$ cat src/rtl/core_pkg.sv
// Shared phase encodings and helpers for the core sequencer and phase-gated units.
package core_pkg;

    localparam int unsigned STATE_W = 3;

    typedef enum logic [STATE_W-1:0] {
        FETCH  = 3'd0,
        DECODE = 3'd1,
        EXEC   = 3'd2,
        MEM    = 3'd3,
        WRITE  = 3'd4,
        HALT   = 3'd5
    } phase_t;

    // Control-transfer targets are word aligned; the low two bits are dropped.
    function automatic logic [31:0] word_align(input logic [31:0] addr);
        return addr & 32'hFFFF_FFFC;
    endfunction

endpackage

$ cat src/rtl/core_perf_cnt.sv
// Free-running cycle and retired-instruction counters for the core sequencer.
module core_perf_cnt (
    input  logic        clk,
    input  logic        rst,
    input  logic        halted,
    input  logic        retired,
    output logic [31:0] cycle_cnt,
    output logic [31:0] instret_cnt
);

    always_ff @(posedge clk) begin
        if (rst) begin
            cycle_cnt   <= '0;
            instret_cnt <= '0;
        end else begin
            if (!halted)
                cycle_cnt <= cycle_cnt + 32'd1;
            if (retired)
                instret_cnt <= instret_cnt + 32'd1;
        end
    end

endmodule

$ cat src/rtl/core_sequencer.sv
// Multi-cycle instruction phase sequencer with PC update and self-loop halt.
// Optional performance counters are enabled by defining CORE_SEQ_PERF_EN.
module core_sequencer
    import core_pkg::*;
#(
    parameter logic [31:0] RESET_PC = 32'h0000_0000
) (
    input  logic               clk,
    input  logic               rst,
    input  logic               is_mem,
    input  logic               mem_ready,
    input  logic               br_taken,
    input  logic [31:0]        br_target,
    output logic [STATE_W-1:0] state,
    output logic [31:0]        pc,
    output logic               reg_we,
    output logic               retired,
    output logic               halted
`ifdef CORE_SEQ_PERF_EN
    ,
    output logic [31:0]        cycle_cnt,
    output logic [31:0]        instret_cnt
`endif
);

    phase_t      state_q;
    phase_t      state_n;
    logic [31:0] pc_q;
    logic [31:0] target_q;
    logic        is_mem_q;
    logic        taken_q;
    logic        halt_q;

    always_comb begin
        state_n = state_q;
        case (state_q)
            FETCH:   state_n = DECODE;
            DECODE:  state_n = EXEC;
            EXEC:    state_n = is_mem_q ? MEM : WRITE;
            MEM:     state_n = mem_ready ? WRITE : MEM;
            WRITE:   state_n = halt_q ? HALT : FETCH;
            HALT:    state_n = HALT;
            default: state_n = FETCH;
        endcase
    end

    // Outputs are registered from the next phase so they line up with state.
    always_ff @(posedge clk) begin
        if (rst) begin
            state_q  <= FETCH;
            pc_q     <= RESET_PC;
            target_q <= '0;
            is_mem_q <= 1'b0;
            taken_q  <= 1'b0;
            halt_q   <= 1'b0;
            reg_we   <= 1'b0;
            retired  <= 1'b0;
            halted   <= 1'b0;
        end else begin
            state_q <= state_n;
            reg_we  <= (state_n == WRITE);
            retired <= (state_n == WRITE);
            halted  <= (state_n == HALT);
            case (state_q)
                DECODE: is_mem_q <= is_mem;
                EXEC: begin
                    taken_q  <= br_taken;
                    target_q <= word_align(br_target);
                    halt_q   <= br_taken && (word_align(br_target) == pc_q);
                end
                WRITE: begin
                    if (!halt_q)
                        pc_q <= taken_q ? target_q : pc_q + 32'd4;
                end
                default: ;
            endcase
        end
    end

    assign state = state_q;
    assign pc    = pc_q;

`ifdef CORE_SEQ_PERF_EN
    core_perf_cnt u_perf (
        .clk         (clk),
        .rst         (rst),
        .halted      (halted),
        .retired     (retired),
        .cycle_cnt   (cycle_cnt),
        .instret_cnt (instret_cnt)
    );
`endif

endmodule
$ cat config.mk
export PLATFORM = sky130hd
export DESIGN_NAME = core_sequencer
export DESIGN_NICKNAME = d
export VERILOG_FILES = /design/src/rtl/core_pkg.sv /design/src/rtl/core_perf_cnt.sv /design/src/rtl/core_sequencer.sv
export SDC_FILE = /design/constraint.sdc
export NUM_CORES = 1
export LEC_CHECK = 0
export CAP_MARGIN = 20
export CORE_UTILIZATION = 35
export DETAILED_ROUTE_END_ITERATION = 6
export GPL_TIMING_DRIVEN = 0
export PLACE_DENSITY = 0.63
export SLEW_MARGIN = 25
export SYNTH_ARGS = -nofsm -noshare
export SYNTH_HDL_FRONTEND = slang
export SYNTH_SLANG_ARGS = --single-unit
$ cat constraint.sdc
create_clock -name clk -period 2.08 [get_ports clk]
set_clock_uncertainty 0.15 [all_clocks]
set_input_delay 0.312 -clock clk [delete_from_list [all_inputs] [get_ports clk]]
set_output_delay 0.312 -clock clk [all_outputs]
set_load 0.005 [all_outputs]
==> impl_results.rst <==
.. list-table::
   :header-rows: 1

   * - Metric
     - Value
   * - Antenna Violating Nets Remaining
     - 0
   * - Data required time at the worst endpoint
     - 2.21 ns
   * - Rel. slew slack
     - 53.4%
   * - Arrival time at the worst endpoint
     - 2.18 ns
   * - Master cell of the clock root buffer
     - clkbuf_8
   * - Number of H-tree levels
     - 3
   * - Crit Path Max Fanout
     - 8
   * - Async set-reset flop share out of synthesis
     - 0%
   * - Post-route DRC violation count
     - 0
   * - Hold violation count in the final report
     - 0
   * - MaxCap Viol Count
     - 0
   * - Initial standard-cell utilization of the core
     - 36.5%
   * - Top post-synthesis cells by area
     - dfxtp_1, nand2_1, xnor2_1
   * - Cell type with the highest aggregate area in the netlist
     - dfxtp_1
   * - Mux contribution to synthesized area
     - 1.84%
   * - Sum of negative setup slack
     - 0 ns
   * - TritonCTS Sinks
     - 68
   * - All-Layer GR Usage
     - 24.3%
   * - Fill cell instance count of the final layout
     - 1069
   * - Synthesized instance count
     - 495
   * - Clk slew on worst S/H paths
     - 0.08 ns
   * - Syn. warnings
     - 0
   * - Outcome
     - completed
   * - Layout overhead on the synthesized area
     - 37.7%
   * - Number of antenna violations at the first check in global routing
     - 0
   * - CTS tree
     - done
   * - Family with the most delay on the worst path
     - simple AND/OR/NAND/NOR gates
   * - Type of destination of the critical path
     - flip-flop
   * - Cells along the critical path
     - or4b_4, buf_12, nor2_4, nand3_2, or3_1, a31oi_1
   * - Fraction of synthesized cell area taken by the top area cell type
     - 35.7%
   * - Dominant synthesized flop cell
     - dfxtp_1
   * - Leak
     - 1.74 nW
   * - Worst hold margin
     - 0.307 ns
   * - Vias in the first global route
     - 3878
   * - Number of detailed-routing iterations run before antenna repair
     - 5
   * - Deepest clock path buffer count
     - 2
   * - Path category of the worst min-delay check
     - reg2reg
   * - Starting DRT DRC Count
     - 321
   * - Fraction of final layout cells with drive strength greater than 1
     - 17.0%
   * - Vias
     - 4109
   * - Transition time at the pin with the least slew margin
     - 0.700 ns
   * - Average size of a mapped cell
     - 7.71 um2
   * - Final worst path period share
     - 98.3%
   * - Die W
     - 106 um
   * - Dominant combinational cell family by area after synthesis
     - simple AND/OR/NAND/NOR gates
   * - VDD IR max
     - 0.286 mV
   * - Net total in the final layout
     - 628
   * - Vertical die dimension
     - 106 um
   * - Count of cell types in the netlist
     - 63
   * - Count of pins over their slew limit
     - 0
   * - Summed instance area of the synthesized netlist
     - 3810 um2
   * - Setup repair after global routing missed its margin
     - yes
   * - Antenna fix cells
     - 0
   * - FMAX
     - 489 MHz
   * - Final Wtd Congestion
     - 0.886
   * - Post-synthesis adder-cell area fraction
     - 0.328%
   * - Largest net degree at the start of global routing
     - 13
   * - Most frequent cell after synthesis
     - nand2_1
   * - Critical path type
     - reg2reg
   * - Category of the worst setup path launch point
     - flip-flop
   * - Buffers added on ports
     - 70
   * - Final critical-path required period
     - 2.04 ns
   * - Flip-flop and latch count after synthesis
     - 68
   * - Simple-gate area share of the yosys netlist
     - 30.0%
   * - FP Rows
     - 37
   * - Final setup violation count
     - 0
   * - Placeable Area
     - 10500 um2
   * - Die area
     - 11300 um2
   * - Latest clock arrival within the worst-skew pair
     - 0.36 ns
   * - Total CTS buffers
     - 9
   * - Compound-gate portion of the synthesized area
     - 19.7%
   * - CP max stage delay
     - 0.55 ns
   * - Global-route wire length before repair
     - 20800 um
   * - Worst path buffer plus inverter count
     - 1
   * - Sequential cell area fraction in the yosys report
     - 35.7%
   * - Post-synth EDFFs
     - 0
   * - Power per cell area
     - 684 nW/um2
   * - Top cell types by occurrence after synthesis
     - nand2_1, dfxtp_1, a21oi_1
   * - Global route overflow
     - 0
   * - Boundary pin count
     - 75
   * - Fraction of synthesized cell area in xor and xnor cells
     - 6.89%
   * - Cell with the largest stage delay on the worst path
     - or4b_4
   * - Routed len/inst
     - 18.4 um
   * - WL final
     - 13500 um
   * - Total half-perimeter wirelength after legalization and detailed placement
     - 9370 um
   * - Via-per-instance ratio
     - 5.62
layer usage:
layer / wire (um) / part of all wire (%) / vias to the layer above / global-route usage, %
met5: 0 / 0 / - / 0
met2: 6080 / 45 / 203 / 37.3
met1: 5820 / 43 / 1926 / 33.1
met3: 1150 / 8.5 / 31 / 4.11
met4: 422 / 3.1 / 0 / 10.8
li1: - / - / 1949 / -
power breakdown:
group	leakage, nW	internal (mW)	total, mW	switching, mW
clock	0.105	0.705	1.25	0.549
sequential	0.560	1.40	1.50	0.0962
combinational	1.08	0.395	0.843	0.448
metrics by stage:
stage,std cells,power (mW),setup WS (ns),util (%),cell area [um2]
floorplan,496,1.95,0.0658,-,3830
global placement,702,2.30,-0.255,44.9,4700
detailed placement,702,2.31,-0.335,44.9,4700
CTS,721,3.56,-0.00502,48.0,5020
global route,731,3.75,-0.0475,50.2,5250
finish,731,3.59,0.0362,50.2,5250
logic make-up (layout without fill, tap and decap cells):
group,after synthesis,count (layout)
AND/OR/NAND/NOR,222,222
AO/OA/AOI/OAI,120,120
flip-flops,68,68
buffers and inverters,46,145
XOR/XNOR,30,30
multiplexers,7,7
adder cells (fa/ha/maj),1,1
other,1,2
state kept, by name (all words and copies together), names as in the netlist:
name / flops
halted: 1
retired: 1
target_q: 30
taken_q: 1
halt_q: 1
is_mem_q: 1
state: 3
pc: 30
what timing repair did:
item | CTS | global route
setup buffers | 4 | 10
resized for setup | 29 | 57
pin swaps | 3 | 7
hold buffers | 0 | 0
endpoints found under the hold margin | 0 | 0
endpoints found under the setup margin | 63 | 56
area by class of cell:
| class | count | area [um2] | area share (%) |
|---|---|---|---|
| inverter | 5 | 18.8 | 0.357 |
| clock buffer | 10 | 138 | 2.62 |
| sequential | 68 | 1390 | 26.4 |
| multi-input combinational | 382 | 2380 | 45.3 |
| clock inverter | 6 | 87.6 | 1.67 |
| tap | 136 | 170 | 3.24 |
| timing repair buffer | 84 | 806 | 15.3 |
| buffer | 40 | 265 | 5.05 |
worst paths after layout:
path,start,to,slack [ns],cells after the start
setup / recovery,halt_q$_SDFFE_PP0N_,pc[17]$_SDFFE_PP0P_,0.04,6
hold / removal,target_q[21]$_SDFFE_PP0N_,target_q[21]$_SDFFE_PP0N_,0.31,2
setup reg to reg,halt_q$_SDFFE_PP0N_,pc[17]$_SDFFE_PP0P_,0.04,6
hold reg to reg,target_q[21]$_SDFFE_PP0N_,target_q[21]$_SDFFE_PP0N_,0.31,2
worst register-to-register path, delay by kind of cell (launching register included):
kind / cells / cell delay (ns)
AO/OA/AOI/OAI: 1 / 0.16
AND/OR/NAND/NOR: 4 / 1.13
flip-flops: 1 / 0.37
buffers and inverters: 1 / 0.17
layout by cell type (no fill, tap or decap), drive strengths merged, types with 12 or more instances in the layout:
cell type | synthesis | final
nand2 | 110 | 110
clkdlybuf4s50 | 0 | 70
dfxtp | 68 | 68
a21oi | 50 | 50
clkbuf | 28 | 33
buf | 13 | 31
xnor2 | 30 | 30
nor2 | 24 | 24
o21ai | 17 | 17
nand4 | 14 | 14
nand3 | 14 | 14
a22oi | 13 | 13
nor3 | 12 | 12
Note: power is estimated with default switching activity, not from simulation.
